<file path="src/rtl/sd_block_responder.sv">
// sd_block_responder: serves 256-word sectors between a client buffer and a word-addressed backing store.
// Optional feature: define SD_RESP_WRPROT_EN to add the wr_protect input that blocks sector writes.
module sd_block_responder #(
    parameter int LBA_BITS = 4
) (
    input  logic                  clk_sys,
    input  logic                  reset_n,
`ifdef SD_RESP_WRPROT_EN
    input  logic                  wr_protect,
`endif
    input  logic [31:0]           sd_lba,
    input  logic                  sd_rd,
    input  logic                  sd_wr,
    output logic                  sd_ack,
    output logic [7:0]            sd_buff_addr,
    output logic [15:0]           sd_buff_dout,
    output logic                  sd_buff_wr,
    input  logic [15:0]           sd_buff_din,
    output logic [LBA_BITS+7:0]   mem_addr,
    output logic                  mem_rd,
    output logic                  mem_wr,
    output logic [15:0]           mem_din,
    input  logic [15:0]           mem_dout,
    input  logic                  mem_ready,
    output logic                  lba_err
);
    typedef enum logic [2:0] {IDLE, RD_REQ, RD_PUT, WR_ADDR, WR_CAP, WR_REQ, DONE} state_t;
    state_t                state_q, state_d;
    logic [7:0]            idx_q, idx_d;
    logic [LBA_BITS-1:0]   lba_q, lba_d;
    logic                  oor_q, oor_d;
    logic                  prot_q, prot_d;
    logic [15:0]           dout_q, dout_d;
    logic [15:0]           din_q, din_d;
    logic                  prot_in;
    logic                  blk;
`ifdef SD_RESP_WRPROT_EN
    assign prot_in = wr_protect;
`else
    assign prot_in = 1'b0;
`endif
    // a blocked transfer never touches memory but keeps the normal cadence
    assign blk          = oor_q | prot_q;
    assign sd_ack       = state_q != IDLE && state_q != DONE;
    assign sd_buff_addr = idx_q;
    assign sd_buff_dout = dout_q;
    assign mem_din      = din_q;
    assign mem_addr     = {lba_q, idx_q};
    assign lba_err      = state_q == DONE && blk;
    // next-state, datapath updates and request strobes
    always_comb begin
        state_d    = state_q;
        idx_d      = idx_q;
        lba_d      = lba_q;
        oor_d      = oor_q;
        prot_d     = prot_q;
        dout_d     = dout_q;
        din_d      = din_q;
        mem_rd     = 1'b0;
        mem_wr     = 1'b0;
        sd_buff_wr = 1'b0;
        case (state_q)
            IDLE: if (sd_rd || sd_wr) begin
                state_d = sd_rd ? RD_REQ : WR_ADDR;
                lba_d   = sd_lba[LBA_BITS-1:0];
                oor_d   = |(sd_lba >> LBA_BITS);
                prot_d  = !sd_rd && prot_in;
                idx_d   = '0;
            end
            RD_REQ: begin
                mem_rd = !blk;
                if (blk || mem_ready) begin
                    dout_d  = blk ? 16'hFFFF : mem_dout;
                    state_d = RD_PUT;
                end
            end
            RD_PUT: begin
                sd_buff_wr = 1'b1;
                state_d    = idx_q == 8'hFF ? DONE : RD_REQ;
                idx_d      = idx_q == 8'hFF ? idx_q : idx_q + 8'd1;
            end
            WR_ADDR: state_d = WR_CAP;
            WR_CAP: begin
                din_d   = sd_buff_din;
                state_d = WR_REQ;
            end
            WR_REQ: begin
                mem_wr = !blk;
                if (blk || mem_ready) begin
                    state_d = idx_q == 8'hFF ? DONE : WR_ADDR;
                    idx_d   = idx_q == 8'hFF ? idx_q : idx_q + 8'd1;
                end
            end
            DONE: begin
                state_d = IDLE;
                idx_d   = '0;
            end
            default: state_d = IDLE;
        endcase
    end
    // state and datapath registers, cleared asynchronously
    always_ff @(posedge clk_sys or negedge reset_n) begin
        if (!reset_n) begin
            state_q <= IDLE;
            idx_q   <= '0;
            lba_q   <= '0;
            oor_q   <= 1'b0;
            prot_q  <= 1'b0;
            dout_q  <= '0;
            din_q   <= '0;
        end else begin
            state_q <= state_d;
            idx_q   <= idx_d;
            lba_q   <= lba_d;
            oor_q   <= oor_d;
            prot_q  <= prot_d;
            dout_q  <= dout_d;
            din_q   <= din_d;
        end
    end
endmodule

</file>
<file path="config.mk">
export PLATFORM = sky130hd
export DESIGN_NAME = sd_block_responder
export DESIGN_NICKNAME = d
export VERILOG_FILES = /design/src/rtl/sd_block_responder.sv
export SDC_FILE = /design/constraint.sdc
export NUM_CORES = 1
export LEC_CHECK = 0
export ABC_CLOCK_PERIOD_IN_PS = 3700
export BUFFER_PORTS_ARGS = -buffer_cell sky130_fd_sc_hd__buf_2
export CORE_ASPECT_RATIO = 1.5
export CORE_UTILIZATION = 47
export CTS_CLUSTER_DIAMETER = 40
export CTS_CLUSTER_SIZE = 40
export DETAILED_ROUTE_END_ITERATION = 10
export PLACE_DENSITY_LB_ADDON = 0.05
export SETUP_SLACK_MARGIN = 0.4
export SLEW_MARGIN = 30
export SYNTH_ARGS = -nofsm -noshare
export SYNTH_HDL_FRONTEND = slang
export SYNTH_SLANG_ARGS = --single-unit
</file>
<file path="constraint.sdc">
create_clock -name clk_sys -period 3.7 [get_ports clk_sys]
set_clock_uncertainty 0.1 [all_clocks]
set_input_delay 0.185 -clock clk_sys [delete_from_list [all_inputs] [get_ports clk_sys]]
set_output_delay 0.185 -clock clk_sys [all_outputs]
set_load 0.02 [all_outputs]
</file>
==> flow_summary.toml, run 1 <==
[sta]
grt_setup_unrepaired = "no"
clock.fmax_ghz = 0.424
min_period_ns = 2.36
post-route-period-util_pct = 63.8
fin_ws_ns = 1.34
slew_headroom_pct = 48.8
tns_ns = 0
finalSetupViolations = 0
hold_viol_final = 0
drv_slew = 0
tightest_slew_ns = 0.763

[yosys]
synth_area_leaders = "dfrtp_1 53%, mux2_2 10%, nor2_1 6.8%"
yosysSeqAreaShare_pct = 53.2
yosysTopAreaCellShare_pct = 53.2
syn_area_sq_um = 2260
syn_nets = 281
yosys.area.top_type = "dfrtp_1"
synthDistinctLibCells = 42
synth_simple_gate_area_share_pct = 18.9
syn_avg_cell_area_sq_um = 10.7
synth_xor_area_share_pct = 0.388
synth_top_family_by_area = "simple AND/OR/NAND/NOR gates"
yosysWarningCount = 0
synthAdderAreaFrac_pct = 0.554
ys_async_sr_fraction_pct = 100
synthCells = 211
synth_ff_type = "dfrtp_1"
synth_edf_count = 0
synth-seq-cells = 48
synth_mux_area_share_pct = 10.5
synth-compound-area-share_pct = 11.5

[floorplan]
fp-row-count = 30
initial_utilization_pct = 49.3
core_sq_um = 4580
die_h_um = 86.9
die_w_um = 58.6
ioPinCount = 126
die_area_sq_um = 5090

[place]
gp_congestion = 0.891
place.port_buffers = 125
dpl.hpwl_um = 3920
post-place-ws_ns = 1.38
dp_cells = 384

[layout]
layout.nets = 402
drive_above_1_share_pct = 49.8
final_cell_mix = "124 x buf_2, 48 x dfrtp_1, 41 x nor2_1, 24 x a21oi_1, 21 x mux2_2"
syn_to_final_growth_pct = 35.1
post-route-util_pct = 66.6
final_common_cell = "buf_2"
diodes = 0
fin_cells = 397

[worst_setup_path]
start_kind = "flop"
critPathTopFamily = "simple AND/OR/NAND/NOR gates"
critPathCaptureType = "flop"
critPathBufInv = 0
crit_fanout = 21
crit_chain = "nor2_1, nand3b_2, a21o_4, or4_1, a21oi_1"
crit_type = "flop to flop"
critPathArrivalTime_ns = 2.48
critical_path_required_ns = 3.83
critPathSlowestCell = "dfrtp_1"
max_stage_delay_ns = 0.76

[grt]
antenna_found_initial = 0
overflow = 0
grt_pass1_wl_um = 8050
grt_use_total_pct = 20.8
grt_max_degree = 49
grt_pass1_vias = 1851

[status]
status = "finished clean"

[power]
ir_worst_vdd_mv = 0.409
p_leak_nw = 1.40
power_density_nw_per_um2 = 652

[detailed_routing]
wirelength_um = 5220
wl_met3_um = 338
wire_per_inst_um = 13.1
met1_length_um = 1990
num_vias = 2002
drtPass1Iterations = 4
met2_length_um = 2830
drtIter0Drc = 60
highest_layer = "met4"
ant_nets = 0
drc = 0
via_per_inst = 5.04

[clocking]
cts_num_sinks = 48
tritoncts = "yes"
root_buffer = "clkbuf_8"
post_cts_resized = 0
numCtsBuffers = 5
path_clk_slew_ns = 0.09
clock_latency_ns = 0.30
clk_path_buf_depth = 2
htreeDepth = 2

[flow_run]
maxCapViolations = 0

[hold_path]
hold_class = "input port to flop"
==> worst register-to-register path, stage by stage, from the launching register on <==
cell,delay [ns]
dfrtp_1,0.76
nor2_1,0.26
nand3b_2,0.30
a21o_4,0.26
or4_1,0.46
a21oi_1,0.15
==> registers in the layout (all words and copies together), names as in the netlist <==
register / count
lba_q: 4
sd_buff_addr: 8
sd_buff_dout: 16
state_q: 3
mem_din: 16
oor_q: 1
==> layout make-up <==
cell class,instances,area [sq um]
sequential,48,1200
timing repair buffer,131,691
clock inverter,2,38.8
multi-input combinational,144,950
fill,426,1530
inverter,2,7.51
tap,64,80.1
clock buffer,6,82.6
==> routing by layer <==
layer | track usage [%] | up-vias
li1 | - | 981
met1 | 22.5 | 930
met2 | 38.5 | 85
met3 | 5.94 | 6
met4 | 6.49 | 0
met5 | 0 | -
==> cell usage after synthesis (2+ instances only) <==
cell / instances
nor2_1: 41
buf_2: 4
nor2b_1: 2
nand4_1: 3
or3_1: 3
nand3_1: 4
nand2b_1: 2
o21ai_0: 6
nor4_1: 7
mux2_2: 21
a211oi_1: 2
a221oi_1: 3
clkbuf_1: 4
nand3b_1: 2
buf_4: 8
dfrtp_1: 48
nor3b_1: 2
inv_1: 2
a21oi_1: 24
==> worst paths after layout <==
check	startpoint	end	slack, ns	depth (start not counted)
min in group asynchronous	reset_n	sd_buff_addr[6]	0.33	2
hold reg to reg	mem_din[12]	mem_din[12]	0.41	1
setup reg to reg	oor_q	sd_buff_addr[7]	1.34	5
hold / removal	sd_buff_din[15]	mem_din[15]	0.008	2
max in group asynchronous	reset_n	oor_q	2.76	2
setup / recovery	oor_q	sd_buff_addr[7]	1.34	5
==> where the power goes <==
| group | switching, mW | internal, mW | total [mW] |
|---|---|---|---|
| Combinational | 0.458 | 0.356 | 0.814 |
| Clock | 0.178 | 0.221 | 0.399 |
| Sequential | 0.117 | 0.658 | 0.775 |
==> timing repair <==
action                    4_1_cts  5_1_grt
hold buffers                    4        0
hold endpoints to repair       51        0
buffers inserted                0        0
==> metrics by stage <==
step	cell area (sq um)	hold WS [ns]	power [mW]
6_report	3050	0.00781	1.99
5_1_grt	3050	0.00261	2.10
4_1_cts	3040	0.0000958	2.00
3_5_place_dp	2870	0.137	1.59
3_3_place_gp	2870	0.317	1.58
2_1_floorplan	2260	-0.211	1.35
==> cells by family (layout without fill, tap and decap cells) <==
family	after synthesis	count (layout)
buffers and inverters	19	141
XOR/XNOR	1	1
multiplexers	21	21
adder cells (fa/ha/maj)	1	1
AO/OA/AOI/OAI	42	42
flip-flops	48	48
AND/OR/NAND/NOR	79	79
Power figures use the tool's default switching activity.
==> run 2, diff against run 1 <==
--- a/config.mk
+++ b/config.mk
@@ -5,10 +5,11 @@
 export SDC_FILE = /design/constraint.sdc
 export NUM_CORES = 1
 export LEC_CHECK = 0
-export ABC_CLOCK_PERIOD_IN_PS = 3700
+export ABC_AREA = 1
+export ABC_CLOCK_PERIOD_IN_PS = 2100
 export BUFFER_PORTS_ARGS = -buffer_cell sky130_fd_sc_hd__buf_2
 export CORE_ASPECT_RATIO = 1.5
-export CORE_UTILIZATION = 47
+export CORE_UTILIZATION = 41
 export CTS_CLUSTER_DIAMETER = 40
 export CTS_CLUSTER_SIZE = 40
 export DETAILED_ROUTE_END_ITERATION = 10
==> constraint.sdc (replaced) <==
create_clock -name clk_sys -period 2.1 [get_ports clk_sys]
set_clock_uncertainty 0.1 [all_clocks]
set_input_delay 0.105 -clock clk_sys [delete_from_list [all_inputs] [get_ports clk_sys]]
set_output_delay 0.105 -clock clk_sys [all_outputs]
set_load 0.02 [all_outputs]
==> run 2 against run 1 <==
Net effect:
- power is 52% higher
- via count is 20% higher
- clock-buffer cell count stayed put
- sequential cell count stayed put
- largest cell class unchanged
- clock power is 74% higher
- die area is 22% higher
- synthesized cell count is 38% higher
- wire length is 23% higher
- synthesized area is 7.3% higher
- register-to-register slack worse by 0.78 ns
- setup slack worse by 0.89 ns
- critical path type is now flop to output port
==> flow_summary.toml, run 2 <==
[status]
status = "finished clean"

[layout]
drive_above_1_share_pct = 37.3
diodes = 0
post-route-util_pct = 64.9
fin_cells = 523
final_common_cell = "buf_2"
layout.nets = 522
final_cell_mix = "125 x buf_2, 84 x nand2_1, 56 x nor2_1, 47 x dfrtp_1, 38 x dlygate4sd3_1"
syn_to_final_growth_pct = 49.3

[grt]
grt_pass1_wl_um = 10400
grt_max_degree = 49
overflow = 0
grt_use_total_pct = 21.6
antenna_found_initial = 0
grt_pass1_vias = 2390

[detailed_routing]
drc = 0
ant_nets = 0
drtIter0Drc = 85
wire_per_inst_um = 12.3
num_vias = 2410
wirelength_um = 6410
via_per_inst = 4.61
drtPass1Iterations = 4

[worst_setup_path]
critPathCaptureType = "output port"
crit_chain = "inv_2, nand2_1, nor3_1, buf_2"
crit_fanout = 7
max_stage_delay_ns = 0.50
start_kind = "flop"
critical_path_required_ns = 1.89
crit_type = "flop to output port"
critPathSlowestCell = "dfrtp_1"
critPathArrivalTime_ns = 1.45

[sta]
tightest_slew_ns = 0.321
min_period_ns = 1.65
post-route-period-util_pct = 78.6
tns_ns = 0
grt_setup_unrepaired = "yes"
hold_slack_ns = 0.0174
drv_slew = 0
slew_headroom_pct = 78.6
hold_viol_final = 0
clock.fmax_ghz = 0.606
finalSetupViolations = 0

[floorplan]
fp-row-count = 33
die_w_um = 64.8
die_area_sq_um = 6230
die_h_um = 96.1
ioPinCount = 126
core_sq_um = 5570
initial_utilization_pct = 43.5

[place]
dpl.hpwl_um = 4470
gp_congestion = 0.799
dp_cells = 475
place.port_buffers = 125

[yosys]
synth_ff_type = "dfrtp_1"
yosysTopAreaCellShare_pct = 49.6
yosysSeqAreaShare_pct = 49.6
synth_area_leaders = "dfrtp_1 50%, nand2_1 13%, nor2_1 8.8%"
yosysMostFrequentCell = "nand2_1"
synthDistinctLibCells = 26
syn_avg_cell_area_sq_um = 8.30
synthCells = 292
synth_commonest_cells = "84 x nand2_1, 57 x nor2_1, 48 x dfrtp_1"
synth_edf_count = 0
yosysWarningCount = 0
ys_async_sr_fraction_pct = 100
syn_area_sq_um = 2420
synth-seq-cells = 48
yosys.area.top_type = "dfrtp_1"
syn_nets = 362

[clocking]
numCtsBuffers = 5
clk_path_buf_depth = 2
path_clk_slew_ns = 0.09
clock_latency_ns = 0.29
htreeDepth = 2
cts_num_sinks = 48
root_buffer = "clkbuf_8"
tritoncts = "yes"

[power]
power_density_nw_per_um2 = 834
ir_worst_vdd_mv = 0.524
p_leak_nw = 1.92

[flow_run]
maxCapViolations = 0

[hold_path]
hold_class = "input port to flop"
## run 2: final timing paths
| check | startpoint | end | slack, ns | depth (start not counted) |
|---|---|---|---|---|
| min | mem_ready | state_q[0] | 0.02 | 4 |
| min in group asynchronous | reset_n | mem_din[6] | 0.23 | 3 |
| max | state_q[1] | mem_rd | 0.45 | 4 |
| max in group asynchronous | reset_n | state_q[2] | 1.42 | 3 |
| min reg2reg | lba_q[3] | lba_q[3] | 0.38 | 2 |
| max reg2reg | sd_buff_addr[1] | state_q[0] | 0.56 | 8 |
## run 2: repair_timing
item,CTS,global route
setup endpoints to repair,3,29
setup buffers,0,2
gates resized for setup,1,6
gates cloned,0,0
hold buffers,38,0
endpoints found under the hold margin,85,0
## run 2: kinds of logic (layout without fill, tap and decap cells)
| kind of cell | Yosys count | after routing | synth area share, % |
|---|---|---|---|
| simple gates | 170 | 170 | 28.7 |
| flops | 48 | 48 | 49.6 |
| buf+inv | 32 | 193 | 6.72 |
| compound gates | 24 | 24 | 5.11 |
| mux | 16 | 16 | 8.99 |
| fa+ha+maj | 1 | 1 | 0.516 |
| xor+xnor | 1 | 1 | 0.362 |
## run 2: layout make-up
cell class              instances  area [sq um]
fillers                       536          1960
repair buffers                168          1060
multi-input cells             212          1090
flip-flops and latches         48          1200
clock inverters                 2          38.8
well taps                      70          87.6
inverters                      17          63.8
clock buffers                   6          82.6
## run 2: through the flow
step | power, mW | cell area (sq um) | worst slack, ns
5_1_grt | 3.20 | 3620 | 0.351
2_1_floorplan | 1.95 | 2420 | 0.481
3_5_place_dp | 2.28 | 3070 | 0.428
6_report | 3.02 | 3620 | 0.449
4_1_cts | 3.02 | 3580 | 0.441
3_3_place_gp | 2.26 | 3070 | 0.439
## run 2: per-layer routing
metal | vias to the layer above | track usage [%] | routed length [um]
li1 | 1235 | - | -
met1 | 1081 | 23.7 | 2450
met2 | 86 | 40.9 | 3550
met3 | 8 | 4.38 | 323
met4 | 0 | 6.85 | 84
met5 | - | 0 | 0
## run 2: report_power, final
group	internal (mW)	total, mW	switching (mW)
clock network	0.389	0.695	0.305
logic	0.504	1.14	0.636
registers	1.07	1.18	0.110
## run 2: critical path: cells and delay by family, from the launching register on
| kind | cells | cell delay, ns |
|---|---|---|
| buffers and inverters | 2 | 0.33 |
| flip-flops | 1 | 0.50 |
| AND/OR/NAND/NOR | 2 | 0.32 |
